--- src/rtl/spi_proto_pkg.sv ---
// Shared SPI frame protocol definitions: opcodes, frame field offsets and
// the frame FSM state encoding.
package spi_proto_pkg;

  localparam logic [7:0] OP_INIT = 8'h01;
  localparam logic [7:0] OP_WR   = 8'h02;
  localparam logic [7:0] OP_RD   = 8'h03;
  localparam logic [7:0] OP_POLL = 8'h04;

  localparam int OPC_LSB   = 0;
  localparam int OPC_W     = 8;
  localparam int WDATA_LSB = 8;
  localparam int WDATA_W   = 16;
  localparam int ADDR_LSB  = 24;
  localparam int REPLY_W   = 24;

  typedef enum logic [1:0] {
    ST_IDLE    = 2'd0,
    ST_EXEC    = 2'd1,
    ST_RDWAIT  = 2'd2,
    ST_RELEASE = 2'd3
  } frame_state_e;

  function automatic logic is_known_op(input logic [7:0] op);
    case (op)
      OP_INIT, OP_WR, OP_RD, OP_POLL: is_known_op = 1'b1;
      default:                        is_known_op = 1'b0;
    endcase
  endfunction

endpackage

--- src/rtl/rr_arbiter.sv ---
// Round-robin arbiter: combinational one-hot grant of the first requester at
// or after the pointer; the pointer moves past the winner when advanced.
module rr_arbiter #(
  parameter int N = 4
) (
  input  logic         clk,
  input  logic         reset,
  input  logic [N-1:0] req,
  input  logic         advance,
  output logic [N-1:0] gnt
);

  localparam int PW = (N > 1) ? $clog2(N) : 1;

  logic [PW-1:0] ptr_q;
  logic [PW-1:0] ptr_d;
  logic [N-1:0]  hi_mask;
  logic [N-1:0]  sel;
  logic [PW-1:0] win_idx;

  // Prefer requesters at/after the pointer; fall back to the lowest one (wrap).
  always_comb begin
    hi_mask = '0;
    win_idx = '0;
    for (int i = 0; i < N; i++) begin
      hi_mask[i] = (i >= int'(ptr_q));
    end
    if ((req & hi_mask) != '0) begin
      sel = req & hi_mask;
    end else begin
      sel = req;
    end
    gnt = sel & (~sel + N'(1));
    for (int i = 0; i < N; i++) begin
      win_idx = win_idx | (PW'(i) & {PW{gnt[i]}});
    end
    if (advance && (req != '0)) begin
      if (win_idx == PW'(N - 1)) begin
        ptr_d = '0;
      end else begin
        ptr_d = win_idx + PW'(1);
      end
    end else begin
      ptr_d = ptr_q;
    end
  end

  // Pointer register.
  always_ff @(posedge clk) begin
    if (reset) begin
      ptr_q <= '0;
    end else begin
      ptr_q <= ptr_d;
    end
  end

endmodule

--- src/rtl/spi_cmd_scheduler.sv ---
// SPI slave frame consumer: decodes host commands onto the config bus and
// shares the single reply slot between register read replies and stream sources.
module spi_cmd_scheduler
  import spi_proto_pkg::*;
#(
  parameter int N_SRC = 4,
  parameter int AW    = 8
) (
  input  logic                  clk,
  input  logic                  reset,
  input  logic                  rd_data_avail,
  input  logic [31:0]           rd_data,
  output logic                  rd_ack,
  input  logic                  wr_buffer_free,
  output logic                  wr_en,
  output logic [23:0]           wr_data,
  output logic                  cfg_we,
  output logic                  cfg_re,
  output logic [AW-1:0]         cfg_addr,
  output logic [15:0]           cfg_wdata,
  input  logic [15:0]           cfg_rdata,
  input  logic [N_SRC-1:0]      src_req,
  input  logic [24*N_SRC-1:0]   src_data,
  output logic [N_SRC-1:0]      src_gnt,
  output logic [7:0]            bad_op_cnt
);

  frame_state_e         state_q, state_d;
  logic [OPC_W-1:0]     op_q, op_d;
  logic                 rd_ack_q, rd_ack_d;
  logic                 cfg_we_q, cfg_we_d;
  logic                 cfg_re_q, cfg_re_d;
  logic [AW-1:0]        cfg_addr_q, cfg_addr_d;
  logic [WDATA_W-1:0]   cfg_wdata_q, cfg_wdata_d;
  logic [7:0]           bad_op_cnt_q, bad_op_cnt_d;
  logic                 reply_pend_q, reply_pend_d;
  logic [REPLY_W-1:0]   reply_buf_q, reply_buf_d;
  logic                 wr_en_q, wr_en_d;
  logic [REPLY_W-1:0]   wr_data_q, wr_data_d;
  logic [N_SRC-1:0]     src_gnt_q, src_gnt_d;

  logic [OPC_W-1:0]     rx_op_s;
  logic                 send_ok_s;
  logic                 arb_adv_s;
  logic [N_SRC-1:0]     arb_gnt_s;
  logic [REPLY_W-1:0]   src_word_s;

  rr_arbiter #(.N(N_SRC)) u_arb (
    .clk     (clk),
    .reset   (reset),
    .req     (src_req),
    .advance (arb_adv_s),
    .gnt     (arb_gnt_s)
  );

  // Word of the currently winning stream source.
  always_comb begin
    src_word_s = '0;
    for (int i = 0; i < N_SRC; i++) begin
      src_word_s = src_word_s | (src_data[24*i +: 24] & {24{arb_gnt_s[i]}});
    end
  end

  // Next-state logic for the frame FSM, config strobes and reply slot.
  always_comb begin
    rx_op_s      = rd_data[OPC_LSB +: OPC_W];
    state_d      = state_q;
    op_d         = op_q;
    rd_ack_d     = 1'b0;
    cfg_we_d     = 1'b0;
    cfg_re_d     = 1'b0;
    cfg_addr_d   = cfg_addr_q;
    cfg_wdata_d  = cfg_wdata_q;
    bad_op_cnt_d = bad_op_cnt_q;
    reply_pend_d = reply_pend_q;
    reply_buf_d  = reply_buf_q;
    wr_en_d      = 1'b0;
    wr_data_d    = wr_data_q;
    src_gnt_d    = '0;
    arb_adv_s    = 1'b0;

    // The wr_en_q guard keeps reply strobes at least one idle cycle apart.
    send_ok_s = wr_buffer_free && !wr_en_q;
    if (send_ok_s && reply_pend_q) begin
      wr_en_d      = 1'b1;
      wr_data_d    = reply_buf_q;
      reply_pend_d = 1'b0;
    end else if (send_ok_s && (src_req != '0)) begin
      wr_en_d   = 1'b1;
      wr_data_d = src_word_s;
      src_gnt_d = arb_gnt_s;
      arb_adv_s = 1'b1;
    end else begin
      wr_en_d = 1'b0;
    end

    // Strobes are decoded on frame acceptance so they are visible during EXEC.
    case (state_q)
      ST_IDLE: begin
        if (rd_data_avail) begin
          op_d     = rx_op_s;
          rd_ack_d = 1'b1;
          state_d  = ST_EXEC;
          if (rx_op_s == OP_WR) begin
            cfg_we_d    = 1'b1;
            cfg_addr_d  = rd_data[ADDR_LSB +: AW];
            cfg_wdata_d = rd_data[WDATA_LSB +: WDATA_W];
          end else if (rx_op_s == OP_RD) begin
            cfg_re_d   = 1'b1;
            cfg_addr_d = rd_data[ADDR_LSB +: AW];
          end else begin
            cfg_we_d = 1'b0;
          end
        end else begin
          state_d = ST_IDLE;
        end
      end
      ST_EXEC: begin
        if (op_q == OP_RD) begin
          state_d = ST_RDWAIT;
        end else begin
          state_d = ST_RELEASE;
        end
        if (!is_known_op(op_q) && (bad_op_cnt_q != 8'hFF)) begin
          bad_op_cnt_d = bad_op_cnt_q + 8'd1;
        end else begin
          bad_op_cnt_d = bad_op_cnt_q;
        end
      end
      ST_RDWAIT: begin
        // A newer read overrides whatever reply is still waiting.
        reply_buf_d  = {cfg_addr_q, cfg_rdata};
        reply_pend_d = 1'b1;
        state_d      = ST_RELEASE;
      end
      ST_RELEASE: begin
        if (!rd_data_avail) begin
          state_d = ST_IDLE;
        end else begin
          state_d = ST_RELEASE;
        end
      end
      default: state_d = ST_IDLE;
    endcase
  end

  // State and output registers.
  always_ff @(posedge clk) begin
    if (reset) begin
      state_q      <= ST_IDLE;
      op_q         <= '0;
      rd_ack_q     <= 1'b0;
      cfg_we_q     <= 1'b0;
      cfg_re_q     <= 1'b0;
      cfg_addr_q   <= '0;
      cfg_wdata_q  <= '0;
      bad_op_cnt_q <= 8'h00;
      reply_pend_q <= 1'b0;
      reply_buf_q  <= '0;
      wr_en_q      <= 1'b0;
      wr_data_q    <= '0;
      src_gnt_q    <= '0;
    end else begin
      state_q      <= state_d;
      op_q         <= op_d;
      rd_ack_q     <= rd_ack_d;
      cfg_we_q     <= cfg_we_d;
      cfg_re_q     <= cfg_re_d;
      cfg_addr_q   <= cfg_addr_d;
      cfg_wdata_q  <= cfg_wdata_d;
      bad_op_cnt_q <= bad_op_cnt_d;
      reply_pend_q <= reply_pend_d;
      reply_buf_q  <= reply_buf_d;
      wr_en_q      <= wr_en_d;
      wr_data_q    <= wr_data_d;
      src_gnt_q    <= src_gnt_d;
    end
  end

  assign rd_ack     = rd_ack_q;
  assign cfg_we     = cfg_we_q;
  assign cfg_re     = cfg_re_q;
  assign cfg_addr   = cfg_addr_q;
  assign cfg_wdata  = cfg_wdata_q;
  assign bad_op_cnt = bad_op_cnt_q;
  assign wr_en      = wr_en_q;
  assign wr_data    = wr_data_q;
  assign src_gnt    = src_gnt_q;

endmodule
--- config.mk ---
export PLATFORM = sky130hd
export DESIGN_NAME = spi_cmd_scheduler
export DESIGN_NICKNAME = d
export VERILOG_FILES = /design/src/rtl/spi_proto_pkg.sv /design/src/rtl/rr_arbiter.sv /design/src/rtl/spi_cmd_scheduler.sv
export SDC_FILE = /design/constraint.sdc
export NUM_CORES = 1
export LEC_CHECK = 0
export BUFFER_PORTS_ARGS = -buffer_cell sky130_fd_sc_hd__buf_2
export CAP_MARGIN = 20
export CORE_MARGIN = 4
export CORE_UTILIZATION = 35
export DETAILED_ROUTE_END_ITERATION = 6
export GPL_ROUTABILITY_DRIVEN = 0
export PLACE_DENSITY = 0.73
export SLEW_MARGIN = 15
export SYNTH_ARGS = -nofsm -noshare
export SYNTH_HDL_FRONTEND = slang
export SYNTH_SLANG_ARGS = --single-unit
--- constraint.sdc ---
create_clock -name clk -period 3.6 [get_ports clk]
set_input_delay 0.36 -clock clk [delete_from_list [all_inputs] [get_ports clk]]
set_output_delay 0.36 -clock clk [all_outputs]
set_load 0.01 [all_outputs]
## After elaboration in Yosys (flattened, before gate mapping)

Index checks and enable logic that the tools add are counted.

| storage, ports and cells | value |
|---|---|
| register bits | 101 |
| input bits | 152 |
| output and inout bits | 64 |
| logic and storage cells | 88 |

| cells by class | value |
|---|---|
| add/subtract/negate cells | 3 |
| magnitude comparators | 3 |
| equality and inequality tests | 11 |
| muxes and demuxes | 20 |
| bitwise gates (word level) | 15 |
| reduce and logical (&&, ||, !) cells | 22 |

Operators by type and width:

| cell | count |
|---|---|
| AND 24 bit | 4 |
| OR 24 bit | 3 |
| two-way mux 24 bit | 2 |
| equality test 8 x 2 -> 1 bit (second input constant) | 4 |
| two-way mux 8 bit | 2 |
| two-way mux 1 bit | 12 |
| adder 8 x 1 -> 8 bit (second input constant) | 1 |
| AND 4 bit | 2 |
| equality test 8 x 1 -> 1 bit (second input constant) | 1 |
| equality test 8 x 3 -> 1 bit (second input constant) | 1 |
| inequality test 8 bit (second input constant) | 1 |
| one-hot mux 2 bit (4 select lines) | 1 |
| nonzero test 4 bit | 2 |
| OR reduction 4 bit | 2 |
| equality test 2 bit (second input constant) | 3 |
| AND reduction 3 bit | 2 |
| nonzero test 2 bit | 3 |
| OR reduction 3 bit | 2 |
| logical AND 1 bit | 5 |
| adder 4 x 1 -> 4 bit (second input constant) | 1 |
| >= comparator 1 x 2 -> 1 bit (first input constant) | 2 |
| two-way mux 2 bit | 2 |
| two-way mux 4 bit | 1 |
| NOT 4 bit | 1 |
| other kinds (10) | 14 |

## Longest topological paths before layout

| depth | value |
|---|---|
| word-level depth | 13 |
| depth in mapped cells | 8 |
| mapped depth without buffers | 6 |

## Cells and area by module

Synthesis repeated with hierarchy kept, for this count alone.

| unflattened totals | value |
|---|---|
| cell total of the unflattened synthesis | 559 |
| area, all modules | 4714.5 um^2 |

By module, submodules not included:

| module | times used | cells each | area each (um^2) |
|---|---|---|---|
| spi_cmd_scheduler | 1 | 531 | 4484.3 |
| rr_arbiter | 1 | 28 | 230.2 |

## Worst setup path before layout

No wires, ideal clock.

| timing | value |
|---|---|
| path kind | register -> register |
| from | register op_q[5] |
| to | register bad_op_cnt_q[6], in the netlist bad_op_cnt[6] |
| library setup time | 128 ps |
| arrival time | 1700 ps |
| data required time | 3472 ps |
| path slack | 1773 ps |
| stages on the path, launching flop included | 6 |
| buffers on the path | 0 |
| clock period less this slack | 1827 ps |
| cells stage by stage | dfxtp_1 > or4_1 > nor4b_2 > nor4_1 > xnor2_1 > nor2_1 |

| between the ends | value |
|---|---|
| word-level cells in the longest chain between the ends | 7 |
| elaborated cells on any way between the ends | 10 |
| those cells by class | eq/ne (4); mux (2); reduce/logical (4) |

RTL lines:

| item | RTL line | source |
|---|---|---|
| start, declared | spi_cmd_scheduler.sv:29 | `logic [OPC_W-1:0] op_q, op_d;` |
| start signal, assigned | spi_cmd_scheduler.sv:165 | `op_q <= op_d;` |
| equality test 8 x 2 -> 1 bit, or another cell as far along | spi_proto_pkg.sv:25 | `case (op)` |
| OR reduction 4 bit (*) | spi_proto_pkg.sv:25 |  |
| two-way mux 1 bit (*) | spi_proto_pkg.sv:25 |  |
| two-way mux 1 bit (*) | spi_cmd_scheduler.sv:98 | `case (state_q)` |
| logical NOT 1 bit (*) | spi_cmd_scheduler.sv:124 | `if (!is_known_op(op_q) && (bad_op_cnt_q != 8'hFF)) begin` |
| logical AND 1 bit (*) | spi_cmd_scheduler.sv:124 |  |
| AND reduction 2 bit (no source line) (*) | - |  |
| end signal, assigned | spi_cmd_scheduler.sv:171 | `bad_op_cnt_q <= bad_op_cnt_d;` |
| end, declared | spi_cmd_scheduler.sv:35 | `logic [7:0] bad_op_cnt_q, bad_op_cnt_d;` |

Every way passes the cells marked *; elsewhere a longest branch is shown, timed or not. The select of a mux whose other input is x is not followed.
A chain may end at the register's enable or synchronous reset.

## Worst setup path in the final report

| timing | value |
|---|---|
| from | register reply_pend_q |
| to | register wr_data_q[12], in the netlist wr_data[12] |

| between the ends | value |
|---|---|
| word-level cells in the longest chain between the ends | 2 |
| elaborated cells on any way between the ends | 3 |
| those cells by class | mux (1); reduce/logical (2) |

RTL lines:

| item | RTL line | source |
|---|---|---|
| start, declared | spi_cmd_scheduler.sv:36 | `logic reply_pend_q, reply_pend_d;` |
| start signal, assigned | spi_cmd_scheduler.sv:172 | `reply_pend_q <= reply_pend_d;` |
| logical AND 1 bit (*) | spi_cmd_scheduler.sv:84 | `if (send_ok_s && reply_pend_q) begin` |
| two-way mux 24 bit / nonzero test 2 bit (equally long branches) | - |  |
| end signal, assigned | spi_cmd_scheduler.sv:175 | `wr_data_q <= wr_data_d;` |
| end, declared | spi_cmd_scheduler.sv:39 | `logic [REPLY_W-1:0] wr_data_q, wr_data_d;` |

Every way passes the cells marked *; elsewhere a longest branch is shown, timed or not.

==> results.cfg <==
[routing]
ant_nets = 0
viasPerCell = 5.19
drt-wirelength-per-cell_microns = 15.9
dr.pass1.iters = 6
wl_microns = 14800
initialDrtViolationCount = 327
vias = 4843
drcViolationCount = 0

[clock_network]
htreeDepth = 3
ctsHoldBuffers = 0
cts_buffers = 9
cts_tree = built
root_buffer = clkbuf_16
cts.clk_slew.worst_paths_ns = 0.07
clk_latency_ns = 0.34
clockBufferDepth = 2
post_cts_buffers = 0
cts_resized = 0
clkSinkCount = 101

[logic_synthesis]
synth_edf_count = 0
postSynth.asyncResetShare_pct = 0
syn_inst = 571
synth_area_sq_um = 4500
ys_types = 44
ys.flop_type = dfxtp_1
ys_ff_latch = 101
synth_top_area_share_pct = 44.9
yosysTopAreaCell = dfxtp_1
yosysWarnings = 0
synth_nets = 724
synth.yosys.seq_area_share_pct = 44.9
syn_area_per_cell_sq_um = 7.88
synth_most_common_cell = nand2_1
ys_top_cells_by_area = dfxtp_1, nand2_1, a21oi_1
yosys-top-cells-count = nand2_1, dfxtp_1, a21oi_1, nand3_1, clkbuf_1

[setup_path]
endpoint_kind = register
critical_path_class = register to register
critPathTopFamily = simple AND/OR/NAND/NOR gates
r2r-end = wr_data[12]
required_ns = 3.82
cp_num_buf_inv = 0
cp_max_fo = 25
max_stage_delay_ns = 0.74
reg2reg_slack_ns = 1.39
worst_setup_path_start_kind = register
r2r_cells = 5
r2r-start = reply_pend_q
cp.arrival_ns = 2.42
cp_slowest_cell = nand3b_1
path_cells = nand3b_1 -> o211ai_1 -> a21oi_1 -> a31oi_1 -> nand3_1

[placed_design]
hpwlAfterDp_microns = 11000
dp.cells = 916
io_buffers = 215
post_dp_cell_area_sq_um = 5660

[finish]
post-route-util_pct = 47.4
design_area_sq_um = 5980
syn_to_final_growth_pct = 33.0
instances_no_fill = 934
layout-drive-gt1-share_pct = 32.5
fillCellCount = 1312
layout.nets = 909

[timing]
rsz0062_at_grt = false
period_minus_slack_ns = 2.21
finalSetupViolCount = 0
min_period_over_period_pct = 61.3
finalHoldViolCount = 0
fin_skew_ns = 0.00554
fmax_ghz = 0.453
slew_headroom_pct = 31.9
tightest_slew_ns = 1.02
fin_setup_tns_ns = 0
final-max-slew-violation-count = 0

[worst_hold_path]
hold_end = wr_data[14]
min-delay-start = src_data[86]
holdPathStages = 3
hold_path.class = primary input to register

[power_and_ir_drop]
leakage_uw = 0.00258
irDropWorstVdd_mv = 0.204
powerDensity_nw_per_um2 = 432

[die]
die_area_sq_um = 14700
die_h_microns = 121
chipWidth_microns = 121
coreArea_sq_um = 12600
rows = 41
initial_core_util_pct = 35.7
num_io_pins = 216

[grt]
grt.overflow.total = 0
grtUsageTotal_pct = 19.5
grt_pass1_wl_microns = 22700
antenna_found_initial = 2
grt_pass1_vias = 4546
grt_max_degree = 73

[job]
max_cap_viol_count = 0

[outcome]
outcome = finished clean
-- cells by family (layout without fill, tap and decap cells) --
family,count (synthesis),count (layout),share of synthesized area [%]
mux,8,8,1.78
fa+ha+maj,1,1,0.278
flops,101,101,44.9
xor+xnor,6,6,1.17
buf+inv,50,240,4.50
simple gates,234,234,23.6
compound gates,171,171,23.8
other cells,0,1,0
-- cell usage in the layout (no fill, tap or decap), types with 3 or more instances in the layout --
cell type,n
a21o_1,5
nor2_1,26
o211ai_1,25
nor3_1,3
nand2b_1,4
a21oi_1,75
clkbuf_16,9
and3_1,3
o21bai_1,4
nand3_1,47
clkinvlp_4,3
o21ai_0,6
nand2_1,126
xnor2_1,6
dfxtp_1,101
a31oi_1,21
buf_4,7
a22oi_1,28
mux2i_1,8
buf_2,214
nand3b_1,3
-- metrics by stage --
stage,setup slack (ns),hold WS [ns],power [uW]
after detailed placement,1.23,0.443,1630
final,1.39,0.240,2590
after global routing,1.24,0.237,2710
after floorplan,1.77,0.431,1450
after global placement,1.28,0.440,1630
after CTS,1.43,0.224,2610
-- sequential cells by signal, summed over array words and instances (netlist names) --
register and count:
bad_op_cnt 8, cfg_addr 8, cfg_re 1, cfg_wdata 16, cfg_we 1, op_q 8
rd_ack 1, reply_buf_q 24, reply_pend_q 1, src_gnt 4, state_q 2, u_arb.ptr_q 2
wr_data 24, wr_en 1
-- area by class of cell --
cell class / count / area, sq um / share of cell area (%)
clock buffer: 10 / 239 / 3.99
tap: 172 / 215 / 3.60
multi-input combinational: 420 / 2290 / 38.4
clock inverter: 6 / 62.6 / 1.05
timing repair buffer: 222 / 1140 / 19.0
inverter: 2 / 7.51 / 0.125
antenna: 1 / 2.50 / 0.0418
sequential: 101 / 2020 / 33.8
-- power by group --
group,switching (uW),internal [uW]
clock network,423,555
registers,44.5,1180
logic,224,163
-- worst min-delay path, cell delays in order --
cell	delay (ns)
buf_2	0.08
a31oi_1	0.06
nand3_1	0.06
-- per-layer routing --
| metal | track usage [%] | share of wire [%] | vias up |
|---|---|---|---|
| li1 | - | - | 2394 |
| met1 | 24.5 | 42 | 2219 |
| met2 | 32.3 | 48 | 199 |
| met3 | 4.85 | 8.6 | 27 |
| met4 | 6.72 | 1.8 | 4 |
| met5 | 0 | 0.18 | - |
-- worst max-delay path by stage --
stage | startpoint | cells past startpoint | slack (ns) | to
final | reply_pend_q | 5 | 1.39 | wr_data[12]
after global routing | op_q[5] | 5 | 1.24 | bad_op_cnt[5]
after CTS | op_q[5] | 5 | 1.43 | bad_op_cnt[7]
after detailed placement | src_req[3] | 7 | 1.23 | wr_data[5]
after global placement | src_req[0] | 7 | 1.28 | wr_data[5]
after floorplan | op_q[5] | 5 | 1.77 | bad_op_cnt[6]
(Power assumes the default switching activity.)
